[src/rtl/battle_turn_sequencer_if.sv]
// Signal bundle between the battle turn sequencer and its environment.
// The master side drives key, tick and collision inputs; the slave side is the sequencer.
interface battle_turn_sequencer_if;
  logic       tick;
  logic [7:0] key;
  logic       key_valid;
  logic       atk_pass;
  logic [7:0] dmg_mon;
  logic       player_hit;
  logic [7:0] hit_dmg;
  logic [2:0] phase;
  logic [7:0] player_hp;
  logic [7:0] mon_hp;
  logic       bullet_en;
  logic       start_dmg;
  logic [7:0] turn_cnt;
  logic [1:0] game_over;

  modport master (
    output tick, key, key_valid, atk_pass, dmg_mon, player_hit, hit_dmg,
    input  phase, player_hp, mon_hp, bullet_en, start_dmg, turn_cnt, game_over
  );

  modport slave (
    input  tick, key, key_valid, atk_pass, dmg_mon, player_hit, hit_dmg,
    output phase, player_hp, mon_hp, bullet_en, start_dmg, turn_cnt, game_over
  );
endinterface

[src/rtl/battle_turn_sequencer.sv]
// Battle-screen turn scheduler: select -> attack -> damage -> dodge, owning both HP pools.
// Every output comes straight from a register; the phase code is the FSM state itself.
module battle_turn_sequencer #(
  parameter logic [7:0] MAX_HP       = 8'd100,
  parameter logic [7:0] HEAL_AMT     = 8'd20,
  parameter int         ATK_TICKS    = 30,
  parameter int         BULLET_TICKS = 100,
  parameter logic [7:0] KEY_ATTACK   = 8'h20,
  parameter logic [7:0] KEY_HEAL     = 8'h68
) (
  input logic               clk,
  input logic               reset_n,
  battle_turn_sequencer_if.slave bus
);

  typedef enum logic [2:0] {
    S_IDLE   = 3'd0,
    S_SELECT = 3'd1,
    S_ATTACK = 3'd2,
    S_APPLY  = 3'd3,
    S_DODGE  = 3'd4,
    S_CHECK  = 3'd5,
    S_WIN    = 3'd6,
    S_LOSE   = 3'd7
  } state_t;

  localparam logic [7:0] ATK_LAST    = 8'(ATK_TICKS - 1);
  localparam logic [7:0] BULLET_LAST = 8'(BULLET_TICKS - 1);

  state_t     r_state;
  logic [7:0] r_player_hp;
  logic [7:0] r_mon_hp;
  logic [7:0] r_dmg_latch;
  logic [7:0] r_turn_cnt;
  logic [7:0] r_tick_cnt;
  logic       r_bullet_en;
  logic       r_start_dmg;
  logic [1:0] r_game_over;

  logic       w_key_attack;
  logic       w_key_heal;
  logic [8:0] w_heal_sum;
  logic [7:0] w_heal_hp;
  logic [7:0] w_mon_after;
  logic [7:0] w_player_after;
  logic       w_atk_term;
  logic       w_dodge_term;

  assign w_key_attack   = bus.key_valid && (bus.key == KEY_ATTACK);
  assign w_key_heal     = bus.key_valid && (bus.key == KEY_HEAL);
  // Heal sum is formed in 9 bits so a near-full HP cannot wrap before the clamp.
  assign w_heal_sum     = {1'b0, r_player_hp} + {1'b0, HEAL_AMT};
  assign w_heal_hp      = (w_heal_sum > {1'b0, MAX_HP}) ? MAX_HP : w_heal_sum[7:0];
  assign w_mon_after    = (r_mon_hp > r_dmg_latch) ? (r_mon_hp - r_dmg_latch) : 8'd0;
  assign w_player_after = (r_player_hp > bus.hit_dmg) ? (r_player_hp - bus.hit_dmg) : 8'd0;
  assign w_atk_term     = bus.tick && (r_tick_cnt == ATK_LAST);
  assign w_dodge_term   = bus.tick && (r_tick_cnt == BULLET_LAST);

  // NOTE: every register here uses <= so all updates see pre-edge values, whatever the statement order.
  always_ff @(posedge clk) begin
    if (!reset_n) begin
      r_state     <= S_IDLE;
      r_player_hp <= MAX_HP;
      r_mon_hp    <= MAX_HP;
      r_dmg_latch <= 8'd0;
      r_turn_cnt  <= 8'd0;
      r_tick_cnt  <= 8'd0;
      r_bullet_en <= 1'b0;
      r_start_dmg <= 1'b0;
      r_game_over <= 2'b00;
    end else begin
      r_start_dmg <= 1'b0;
      case (r_state)
        S_IDLE: begin
          if (bus.key_valid) begin
            r_state     <= S_SELECT;
            r_player_hp <= MAX_HP;
            r_mon_hp    <= MAX_HP;
            r_turn_cnt  <= 8'd0;
            r_tick_cnt  <= 8'd0;
          end
        end
        S_SELECT: begin
          if (w_key_attack) begin
            r_state    <= S_ATTACK;
            r_tick_cnt <= 8'd0;
          end else if (w_key_heal) begin
            r_state     <= S_DODGE;
            r_player_hp <= w_heal_hp;
            r_bullet_en <= 1'b1;
            r_tick_cnt  <= 8'd0;
          end
        end
        S_ATTACK: begin
          // A strike key beats the timeout tick when both arrive together.
          if (w_key_attack) begin
            r_tick_cnt <= 8'd0;
            if (bus.atk_pass) begin
              r_state     <= S_APPLY;
              r_start_dmg <= 1'b1;
              r_dmg_latch <= bus.dmg_mon;
            end else begin
              r_state     <= S_DODGE;
              r_bullet_en <= 1'b1;
            end
          end else if (w_atk_term) begin
            r_state     <= S_DODGE;
            r_bullet_en <= 1'b1;
            r_tick_cnt  <= 8'd0;
          end else if (bus.tick) begin
            r_tick_cnt <= r_tick_cnt + 8'd1;
          end
        end
        S_APPLY: begin
          r_mon_hp   <= w_mon_after;
          r_tick_cnt <= 8'd0;
          if (w_mon_after == 8'd0) begin
            r_state     <= S_WIN;
            r_game_over <= 2'b01;
          end else begin
            r_state     <= S_DODGE;
            r_bullet_en <= 1'b1;
          end
        end
        S_DODGE: begin
          if (bus.player_hit) r_player_hp <= w_player_after;
          // A lethal hit outranks the end-of-dodge tick in the same cycle.
          if (bus.player_hit && (w_player_after == 8'd0)) begin
            r_state     <= S_LOSE;
            r_game_over <= 2'b10;
            r_bullet_en <= 1'b0;
            r_tick_cnt  <= 8'd0;
          end else if (w_dodge_term) begin
            r_state     <= S_CHECK;
            r_bullet_en <= 1'b0;
            r_tick_cnt  <= 8'd0;
          end else if (bus.tick) begin
            r_tick_cnt <= r_tick_cnt + 8'd1;
          end
        end
        S_CHECK: begin
          r_turn_cnt <= r_turn_cnt + 8'd1;
          r_state    <= S_SELECT;
        end
        S_WIN, S_LOSE: begin
          if (w_key_attack) begin
            r_state     <= S_IDLE;
            r_game_over <= 2'b00;
          end
        end
        default: r_state <= S_IDLE;
      endcase
    end
  end

  assign bus.phase     = r_state;
  assign bus.player_hp = r_player_hp;
  assign bus.mon_hp    = r_mon_hp;
  assign bus.bullet_en = r_bullet_en;
  assign bus.start_dmg = r_start_dmg;
  assign bus.turn_cnt  = r_turn_cnt;
  assign bus.game_over = r_game_over;

endmodule

[src/flat_wrapper.sv]
// flat-port wrapper written by rule: the top's interface ports become plain ports
module battle_turn_sequencer_flat 
#(
  parameter logic [7:0] MAX_HP       = 8'd100,
  parameter logic [7:0] HEAL_AMT     = 8'd20,
  parameter int         ATK_TICKS    = 30,
  parameter int         BULLET_TICKS = 100,
  parameter logic [7:0] KEY_ATTACK   = 8'h20,
  parameter logic [7:0] KEY_HEAL     = 8'h68
)
  (clk, reset_n, bus_tick, bus_key, bus_key_valid, bus_atk_pass, bus_dmg_mon, bus_player_hit, bus_hit_dmg, bus_phase, bus_player_hp, bus_mon_hp, bus_bullet_en, bus_start_dmg, bus_turn_cnt, bus_game_over);
  battle_turn_sequencer_if bus_i ();
  input logic clk;
  input logic reset_n;
  input wire logic [$bits(bus_i.tick)-1:0] bus_tick;
  input wire logic [$bits(bus_i.key)-1:0] bus_key;
  input wire logic [$bits(bus_i.key_valid)-1:0] bus_key_valid;
  input wire logic [$bits(bus_i.atk_pass)-1:0] bus_atk_pass;
  input wire logic [$bits(bus_i.dmg_mon)-1:0] bus_dmg_mon;
  input wire logic [$bits(bus_i.player_hit)-1:0] bus_player_hit;
  input wire logic [$bits(bus_i.hit_dmg)-1:0] bus_hit_dmg;
  output wire logic [$bits(bus_i.phase)-1:0] bus_phase;
  output wire logic [$bits(bus_i.player_hp)-1:0] bus_player_hp;
  output wire logic [$bits(bus_i.mon_hp)-1:0] bus_mon_hp;
  output wire logic [$bits(bus_i.bullet_en)-1:0] bus_bullet_en;
  output wire logic [$bits(bus_i.start_dmg)-1:0] bus_start_dmg;
  output wire logic [$bits(bus_i.turn_cnt)-1:0] bus_turn_cnt;
  output wire logic [$bits(bus_i.game_over)-1:0] bus_game_over;
  assign bus_i.tick = bus_tick;
  assign bus_i.key = bus_key;
  assign bus_i.key_valid = bus_key_valid;
  assign bus_i.atk_pass = bus_atk_pass;
  assign bus_i.dmg_mon = bus_dmg_mon;
  assign bus_i.player_hit = bus_player_hit;
  assign bus_i.hit_dmg = bus_hit_dmg;
  assign bus_phase = bus_i.phase;
  assign bus_player_hp = bus_i.player_hp;
  assign bus_mon_hp = bus_i.mon_hp;
  assign bus_bullet_en = bus_i.bullet_en;
  assign bus_start_dmg = bus_i.start_dmg;
  assign bus_turn_cnt = bus_i.turn_cnt;
  assign bus_game_over = bus_i.game_over;
  battle_turn_sequencer #(.MAX_HP(MAX_HP), .HEAL_AMT(HEAL_AMT), .ATK_TICKS(ATK_TICKS), .BULLET_TICKS(BULLET_TICKS), .KEY_ATTACK(KEY_ATTACK), .KEY_HEAL(KEY_HEAL)) u_core (.clk(clk), .reset_n(reset_n), .bus(bus_i));
endmodule
[config.mk]
export PLATFORM = sky130hd
export DESIGN_NAME = battle_turn_sequencer_flat
export DESIGN_NICKNAME = d
export VERILOG_FILES = /design/src/rtl/battle_turn_sequencer_if.sv /design/src/rtl/battle_turn_sequencer.sv /design/src/flat_wrapper.sv
export SDC_FILE = /design/constraint.sdc
export NUM_CORES = 1
export LEC_CHECK = 0
export BUFFER_PORTS_ARGS = -buffer_cell sky130_fd_sc_hd__buf_2
export CAP_MARGIN = 20
export CORE_ASPECT_RATIO = 1.1
export CORE_MARGIN = 3
export CORE_UTILIZATION = 40
export CTS_CLUSTER_DIAMETER = 50
export DETAILED_ROUTE_END_ITERATION = 10
export PLACE_DENSITY_LB_ADDON = 0.08
export SLEW_MARGIN = 10
export SYNTH_ARGS = -nofsm -noshare
export SYNTH_HDL_FRONTEND = slang
export SYNTH_SLANG_ARGS = --single-unit
[constraint.sdc]
create_clock -name clk -period 7.3 [get_ports clk]
set_clock_uncertainty 0.05 [all_clocks]
set_input_delay 0.73 -clock clk [delete_from_list [all_inputs] [get_ports clk]]
set_output_delay 0.73 -clock clk [all_outputs]
set_load 0.01 [all_outputs]
==> results of run 1 <==
## registers in the layout (all words and copies together), names as in the netlist
register	cells
u_core.r_tick_cnt	8
u_core.bus.bullet_en	1
u_core.bus.mon_hp	8
u_core.bus.game_over	2
u_core.r_dmg_latch	8
u_core.bus.turn_cnt	8
u_core.bus.start_dmg	1
u_core.bus.phase	3
u_core.bus.player_hp	8
## final cells by class
type | instances | area [sq um] | area share (%)
clock buffers | 6 | 82.6 | 2.04
clock inverters | 2 | 16.3 | 0.403
inverters | 38 | 143 | 3.53
multi-input cells | 368 | 2400 | 59.5
flip-flops and latches | 47 | 941 | 23.3
well taps | 111 | 139 | 3.44
repair buffers | 62 | 313 | 7.74
## layer usage
layer	GRT usage (%)	part of all wire [%]	routed length [um]	vias up
met4	3.31	0.65	62	0
met2	28.7	45	4240	73
met5	0	0	0	-
li1	-	-	-	1816
met3	3.00	4.3	410	5
met1	27.7	50	4810	1633
## Yosys cell counts, drive strengths merged, types with 4 or more instances
cell type  instances
xnor2              5
clkbuf            19
o22ai              5
mux2i              4
a2111oi            4
nand3             16
a22oi              4
o211ai             7
o21ai             19
nand2b             9
a21oi             44
nor2              51
nor2b              6
nand4              8
a21o               7
nor3b              4
and2               5
ha                21
or3                6
xor2               6
a311oi             5
a31oi              6
nand2             47
inv               38
nor3              13
a22o               5
dfxtp             47
a211oi             7
## metrics by stage
stage	hold slack [ns]	setup slack [ns]	instances	total power, uW	area, sq um
after floorplan	0.382	4.27	475	558	3590
after global placement	0.392	4.00	625	638	3940
after detailed placement	0.400	3.96	625	639	3940
after CTS	0.414	4.22	633	813	4030
after global routing	0.426	3.98	634	866	4040
final	0.412	4.18	634	809	4040
## power groups by stage
| stage | Combinational, uW | Clock (uW) | Sequential [uW] |
|---|---|---|---|
| 6_report | 328 | 172 | 309 |
| 5_1_grt | 365 | 188 | 313 |
| 4_1_cts | 327 | 178 | 308 |
| 3_5_place_dp | 325 | 0 | 314 |
| 3_3_place_gp | 324 | 0 | 314 |
| 2_1_floorplan | 260 | 0 | 298 |
## worst paths after layout
kind | depth (start not counted) | from | slack [ns] | end
hold reg to reg | 2 | u_core.r_dmg_latch[7]$_SDFFE_PN0P_ | 0.41 | u_core.r_dmg_latch[7]$_SDFFE_PN0P_
hold / removal | 2 | u_core.r_dmg_latch[7]$_SDFFE_PN0P_ | 0.41 | u_core.r_dmg_latch[7]$_SDFFE_PN0P_
setup reg to reg | 7 | u_core.bus.phase[2]$_SDFFE_PN0P_ | 4.18 | u_core.bus.phase[2]$_SDFFE_PN0P_
setup / recovery | 7 | u_core.bus.phase[2]$_SDFFE_PN0P_ | 4.18 | u_core.bus.phase[2]$_SDFFE_PN0P_
## worst max-delay path: stages (launching register included)
cell and delay, ns:
dfxtp_1 0.81, nor3b_1 0.55, o21ai_1 0.28, a221oi_1 0.36
and3b_1 0.22, a31oi_1 0.39, nor3_1 0.12, o221a_1 0.24
## kinds of logic after synthesis
logic type | share of synthesized area (%)
DFF | 26.2
muxes | 1.43
and+or+nand+nor | 27.5
adders and majority gates | 8.44
xor gates and xnor gates | 2.69
AOI/OAI and AO/OA | 27.0
buffers and inverters | 6.73
## layout by cell type, fill, tap and decap left out, types with 13 or more instances in the layout
cell     count
ha_1        21
o21ai_0     18
a21oi_1     44
inv_1       38
nand2_1     47
dfxtp_1     47
buf_2       61
nand3_1     15
nor3_1      13
nor2_1      50
==> metrics.csv, run 1 <==
metric;value;unit
synth_top_cell_area_share;26.2;%
synth-edff-count;0;
synth.yosys.seq_area_share;26.2;%
cts-root-buf;clkbuf_8;
yosysTopAreaCell;dfxtp_1;
hold_viol;0;
crit_path_end_kind;flop;
port_buffers;60;
slew_headroom;50.6;%
drc;0;
p_seq_share;38.2;%
fin_setup_tns;0;ns
fin_nets;575;
grt_pass1_wl;15500;um
core;8540;sq um
cp_max_fo;23;
comb_power_share;40.5;%
pin_count;61;
row_count;35;
final_layout_size_suffix_gt1_share;16.6;%
first_pass_iters;4;
via_count;3527;
syn_area;3590;sq um
gr-usage-all-layers;18.7;%
cap_violations;0;
status;finished clean;
p_int;479;uW
worstMarginPinSlew;0.740;ns
clkPwrFrac;21.3;%
fin_crit_sh;42.7;%
clkTransAtPathRegs;0.10;ns
via_per_inst;5.56;
cts_inserted_buffers;5;
synth_area_leaders;dfxtp_1, ha_1, a21oi_1;
arrival;3.28;ns
fillers;890;
cp.required;7.46;ns
clockBufferDepth;2;
async_reset_ff_share;0;%
clk_latency;0.31;ns
grt_max_degree;25;
switchingPower;329;uW
die_area;10100;sq um
synth_cell_types;67;
synthFlopType;dfxtp_1;
post_cts_resized;0;
start_kind;flop;
post_drt_wl_per_cell;15.0;um
fin_util;47.3;%
place_congestion;0.909;
die_x;96.3;um
ant_nets;0;
synth-seq-cells;47;
clkSinkCount;47;
start_util;42.0;%
finalMaxSlewViolations;0;
min_path_type;flop to flop;
postCtsSetupRepairBufs;0;
fmax;321;MHz
grt_pass1_vias;3193;
area_growth;12.6;%
antennaDiodeCount;0;
postSynthAreaPerCell;7.55;sq um
hold_buffers;0;
p_leak;0.00168;uW
yosysWarnings;0;
rsz0062_at_grt;false;
setup_viol;0;
synthesis.nets;528;
post-dp-hpwl;7280;um
antenna_found_initial;0;
netlist_instances;475;
period_needed;3.12;ns
cts_max_level;2;
power.density;200;nW/um^2
drt-total-wl;9530;um
critical_path_class;flop to flop;
cts_tree;yes;
netSwitchingFraction;40.7;%
ir_drop;0.0000976;V
grt_overflow_total;0;
die_h;105;um
drt_iter0_drc;184;
Power figures use the tool's default switching activity.
==> run 2, diff against run 1 <==
--- a/config.mk
+++ b/config.mk
@@ -5,6 +5,7 @@
 export SDC_FILE = /design/constraint.sdc
 export NUM_CORES = 1
 export LEC_CHECK = 0
+export ABC_AREA = 1
 export BUFFER_PORTS_ARGS = -buffer_cell sky130_fd_sc_hd__buf_2
 export CAP_MARGIN = 20
 export CORE_ASPECT_RATIO = 1.1
==> constraint.sdc (replaced) <==
create_clock -name clk -period 2.61 [get_ports clk]
set_clock_uncertainty 0.05 [all_clocks]
set_input_delay 0.261 -clock clk [delete_from_list [all_inputs] [get_ports clk]]
set_output_delay 0.261 -clock clk [all_outputs]
set_load 0.01 [all_outputs]
==> metrics.csv, run 2 <==
metric;value;unit
drt-total-wl;9620;um
port_buffers;60;
cp_max_fo;6;
synth_top_family_by_area;simple AND/OR/NAND/NOR gates;
start_kind;flop;
synthesis.nets;620;
setup_viol;0;
period_needed;2.41;ns
via_count;3792;
critical_path_class;flop to flop;
yosysWarnings;0;
synth-edff-count;0;
r2r_setup_slack;0.20;ns
total_power;3040;uW
r2r-end;u_core.r_tick_cnt[1]$_SDFFE_PN0P_;
die_h;107;um
clk_latency;0.31;ns
slew_headroom;62.7;%
fin_nets;695;
netlist_instances;567;
core;8920;sq um
yosysMostFrequentCell;nand2_1;
synth_cell_types;44;
gr-usage-all-layers;18.2;%
worstMarginPinSlew;0.553;ns
finalMaxSlewViolations;0;
synth_compound_area_share;13.3;%
grt_overflow_total;0;
arrival;2.56;ns
yosysTopAreaCell;dfxtp_1;
via_per_inst;5.01;
grt_pass1_wl;16100;um
r2r_start;u_core.bus.player_hp[0]$_SDFFE_PN0P_;
cts-root-buf;clkbuf_8;
layout_common_cells;nand2_1, inv_1, buf_2;
syn_area;3690;sq um
cts_tree;yes;
hold_buffers;0;
dp.cells;741;
cts_max_level;2;
p_leak;0.00212;uW
synth_common_cells;nand2_1, inv_1, dfxtp_1, nand3_1, nor2_1;
grt_pass1_vias;3556;
die_x;97.6;um
synthMuxAreaShare;0;%
post_drt_wl_per_cell;12.7;um
synth.yosys.seq_area_share;25.5;%
postLayoutCellArea;4360;sq um
ant_nets;0;
cp.required;2.77;ns
cap_violations;0;
fmax;416;MHz
fin_crit_sh;92.2;%
place_congestion;0.866;
synth-seq-cells;47;
synth_area_leaders;dfxtp_1, nand2_1, inv_1;
drt_iter0_drc;144;
ir_drop;0.000298;V
r2r_cells;17;
post-dp-hpwl;7580;um
synth-adder-area-share;8.20;%
power.density;697;nW/um^2
clockBufferDepth;2;
die_area;10400;sq um
area_growth;18.0;%
clkSinkCount;47;
status;finished clean;
synth_simple_gate_area_share;38.9;%
crit_end;u_core.r_tick_cnt[1]$_SDFFE_PN0P_;
fin_cells;757;
cts_inserted_buffers;5;
hold_viol;0;
first_pass_iters;6;
crit_path_end_kind;flop;
rsz0062_at_grt;true;
fin_util;48.9;%
crit_path_start;u_core.bus.player_hp[0]$_SDFFE_PN0P_;
min_path_type;input port to flop;
postSynthAreaPerCell;6.52;sq um
synthFlopType;dfxtp_1;
pin_count;61;
drc;0;
layout_commonest_cell;nand2_1;
row_count;36;
async_reset_ff_share;0;%
antennaDiodeCount;0;
start_util;41.4;%
final_layout_size_suffix_gt1_share;19.3;%
dpl_cell_area;4160;sq um
grt_max_degree;35;
antenna_found_initial;0;
clkTransAtPathRegs;0.10;ns
synth_xor_area_share;3.08;%
synth_top_cell_area_share;25.5;%
## run 2: cell count changes in the layout (fill, tap and decap cells not counted), moves of 8 or more
cell / delta
nand2_1: +88
inv_1: +54
nand3_1: +29
buf_4: +13
nand4_1: +12
nor2_1: -11
a21oi_1: -9
nand2b_1: -9
nor2_2: +9
o21ai_0: +8
## run 2: per-layer routing
layer	GRT usage (%)	routed length (um)	vias up
li1	-	-	2003
met1	25.0	4860	1719
met2	30.6	4360	62
met3	2.47	305	8
met4	3.76	102	0
met5	0	0	-
## run 2: how the worst min path moves through the flow
| stage | end | slack (ns) | from | cells past startpoint |
|---|---|---|---|---|
| 2_1_floorplan | u_core.r_dmg_latch[0]$_SDFFE_PN0P_ | 0.35 | bus_dmg_mon[0] | 2 |
| 3_3_place_gp | u_core.r_dmg_latch[4]$_SDFFE_PN0P_ | 0.40 | u_core.r_dmg_latch[4]$_SDFFE_PN0P_ | 2 |
| 3_5_place_dp | u_core.r_dmg_latch[4]$_SDFFE_PN0P_ | 0.40 | u_core.r_dmg_latch[4]$_SDFFE_PN0P_ | 2 |
| 4_1_cts | u_core.r_dmg_latch[0]$_SDFFE_PN0P_ | 0.13 | bus_dmg_mon[0] | 3 |
| 5_1_grt | u_core.r_dmg_latch[0]$_SDFFE_PN0P_ | 0.13 | bus_dmg_mon[0] | 3 |
| 6_report | u_core.r_dmg_latch[0]$_SDFFE_PN0P_ | 0.14 | bus_dmg_mon[0] | 3 |
## run 2: critical path: stages (launching register included)
cell	delay (ns)
dfxtp_1	0.32
inv_1	0.09
ha_1	0.15
inv_1	0.07
fa_2	0.36
nand2_1	0.07
nand2_1	0.09
nand3_2	0.09
nand2_2	0.07
nand2_4	0.11
nor2_1	0.08
nor2_2	0.21
buf_4	0.16
nand3_4	0.08
nand4_1	0.09
o211ai_1	0.09
nand2_1	0.08
inv_1	0.04
## run 2: logic make-up (layout without fill, tap and decap cells)
logic type	count (synthesis)	after routing
DFF	47	47
adders and majority gates	23	23
and+or+nand+nor	292	293
buffers and inverters	107	182
xor gates and xnor gates	13	13
AOI/OAI and AO/OA	85	85
## run 2: power by group
part	internal (uW)	switching, uW
logic	577	1020
clock network	289	277
registers	786	85.9
## run 2: area by class of cell
class / count / area, sq um
Inverter: 99 / 372
Clock buffer: 5 / 68.8
Sequential cell: 47 / 941
Tap cell: 114 / 143
Timing Repair Buffer: 75 / 418
Fill cell: 944 / 4560
Clock inverter: 3 / 46.3
Multi-Input combinational cell: 414 / 2370
## run 2: what timing repair did
item / CTS / global route
buffers inserted: 0 / 7
endpoints found under the setup margin: 0 / 5
gates resized for setup: 0 / 4
## run 2: metrics by stage
stage               worst slack [ns]  hold WS, ns  setup TNS, ns
finish                         0.204        0.136              0
global route                -0.00509        0.133       -0.00509
CTS                            0.168        0.135              0
detailed placement             0.205        0.405              0
global placement               0.271        0.395              0
floorplan                      0.326        0.346              0
==> run 3, diff against run 2 <==
--- a/config.mk
+++ b/config.mk
@@ -8,9 +8,11 @@
 export ABC_AREA = 1
 export BUFFER_PORTS_ARGS = -buffer_cell sky130_fd_sc_hd__buf_2
 export CAP_MARGIN = 20
+export CELL_PAD_IN_SITES_DETAIL_PLACEMENT = 0
+export CELL_PAD_IN_SITES_GLOBAL_PLACEMENT = 1
 export CORE_ASPECT_RATIO = 1.1
 export CORE_MARGIN = 3
-export CORE_UTILIZATION = 40
+export CORE_UTILIZATION = 36
 export CTS_CLUSTER_DIAMETER = 50
 export DETAILED_ROUTE_END_ITERATION = 10
 export PLACE_DENSITY_LB_ADDON = 0.08
==> metrics.csv, run 3 (same netlist as run 2, synthesis figures left out) <==
metric;value;unit
antenna_found_initial;0;
finalMaxSlewViolations;0;
grt_pass1_wl;16800;um
layout_commonest_cell;nand2_1;
post-dp-hpwl;7790;um
min_path_type;input port to flop;
path_cells;inv_2, ha_2, inv_2, fa_2, buf_4, xnor2_1, a21oi_1, nor2_2, nand3_4, buf_4, nand4_1, o211ai_1, nand2_1, inv_1;
fmax;414;MHz
cap_violations;0;
slew_headroom;56.6;%
via_count;3795;
row_count;38;
clk_latency;0.32;ns
die_x;103;um
gr-usage-met2;28.4;%
arrival;2.59;ns
first_pass_iters;5;
cp.required;2.78;ns
cp_max_fo;5;
die_h;112;um
place_congestion;0.812;
via_per_inst;4.98;
grt_max_degree;34;
final_layout_size_suffix_gt1_share;20.6;%
grt_overflow_total;0;
die_area;11500;sq um
clkSinkCount;47;
fin_nets;694;
pin_count;61;
start_kind;flop;
drc;0;
cts_max_level;2;
period_needed;2.42;ns
area_growth;18.4;%
post_drt_wl_per_cell;13.2;um
dp.cells;746;
slowest_stage;fa_2;
antennaDiodeCount;0;
drt-total-wl;10100;um
met3_usage;2.61;%
clockBufferDepth;2;
cts_tree;yes;
cts-root-buf;clkbuf_8;
port_buffers;60;
crit_path_end_kind;flop;
fin_cells;762;
globalRouteMet1Util;25.8;%
grt_pass1_vias;3568;
critical_path_class;flop to flop;
hold_buffers;0;
hold_viol;0;
fin_crit_sh;92.5;%
clkTransAtPathRegs;0.10;ns
drt_iter0_drc;168;
core;9940;sq um
worstMarginPinSlew;0.650;ns
power.density;697;nW/um^2
setup_viol;0;
layout_common_cells;nand2_1, inv_1, buf_2;
p_leak;0.00211;uW
gr-usage-all-layers;17.9;%
cts_inserted_buffers;5;
start_util;37.2;%
cpPeakStageDelay;0.36;ns
ant_nets;0;
fin_util;44.0;%
grt_busiest_layer;met2;
ir_drop;0.000332;V
status;finished clean;
run 3: timing repair:
| item | 4_1_cts | 5_1_grt |
|---|---|---|
| gates resized for setup | 0 | 13 |
| endpoints found under the setup margin | 0 | 13 |
| setup buffers | 0 | 7 |
run 3: power breakdown:
group	total, uW	switching, uW	internal, uW
registers	867	80.4	787
logic	1610	1040	570
clock network	571	282	289
total	3050	1410	1650
run 3: final cells by class:
type | instances | area (sq um)
Timing Repair Buffer | 74 | 405
Inverter | 99 | 372
Multi-Input combinational cell | 414 | 2390
Sequential cell | 47 | 942
Clock inverter | 3 | 46.3
Clock buffer | 5 | 68.8
Fill cell | 1068 | 5560
Tap cell | 120 | 150
run 3: metrics by stage:
stage / instance area [sq um] / setup TNS [ns] / worst slack (ns) / power (uW) / hold slack, ns
after CTS: 4280 / 0 / 0.147 / 2970 / 0.101
after global routing: 4380 / -0.00980 / -0.00980 / 3320 / 0.172
after detailed placement: 4160 / 0 / 0.175 / 2390 / 0.405
after global placement: 4160 / 0 / 0.256 / 2380 / 0.402
after floorplan: 3690 / 0 / 0.326 / 1980 / 0.346
final: 4380 / 0 / 0.195 / 3050 / 0.110
run 3: worst max-delay path, delay by kind of cell (launching register included):
family	cells	cell delay (ns)
adder cells (fa/ha/maj)	2	0.53
AND/OR/NAND/NOR	4	0.49
buffers and inverters	5	0.46
flip-flops	1	0.33
XOR/XNOR	1	0.24
AO/OA/AOI/OAI	2	0.23
run 3: path summary, 6_finish.rpt:
path              depth (start not counted)                            startpoint                                 end  slack [ns]
hold reg to reg                           2    u_core.r_dmg_latch[2]$_SDFFE_PN0P_  u_core.r_dmg_latch[2]$_SDFFE_PN0P_        0.42
setup / recovery                         14  u_core.bus.player_hp[0]$_SDFFE_PN0P_   u_core.r_tick_cnt[2]$_SDFFE_PN0P_        0.19
hold / removal                            3                        bus_dmg_mon[0]  u_core.r_dmg_latch[0]$_SDFFE_PN0P_        0.11
setup reg to reg                         14  u_core.bus.player_hp[0]$_SDFFE_PN0P_   u_core.r_tick_cnt[2]$_SDFFE_PN0P_        0.19
run 3: layer usage:
metal | part of all wire [%] | vias to the layer above
li1 | - | 2007
met1 | 50 | 1696
met2 | 45 | 81
met3 | 4.0 | 11
met4 | 1.1 | 0
met5 | 0 | -
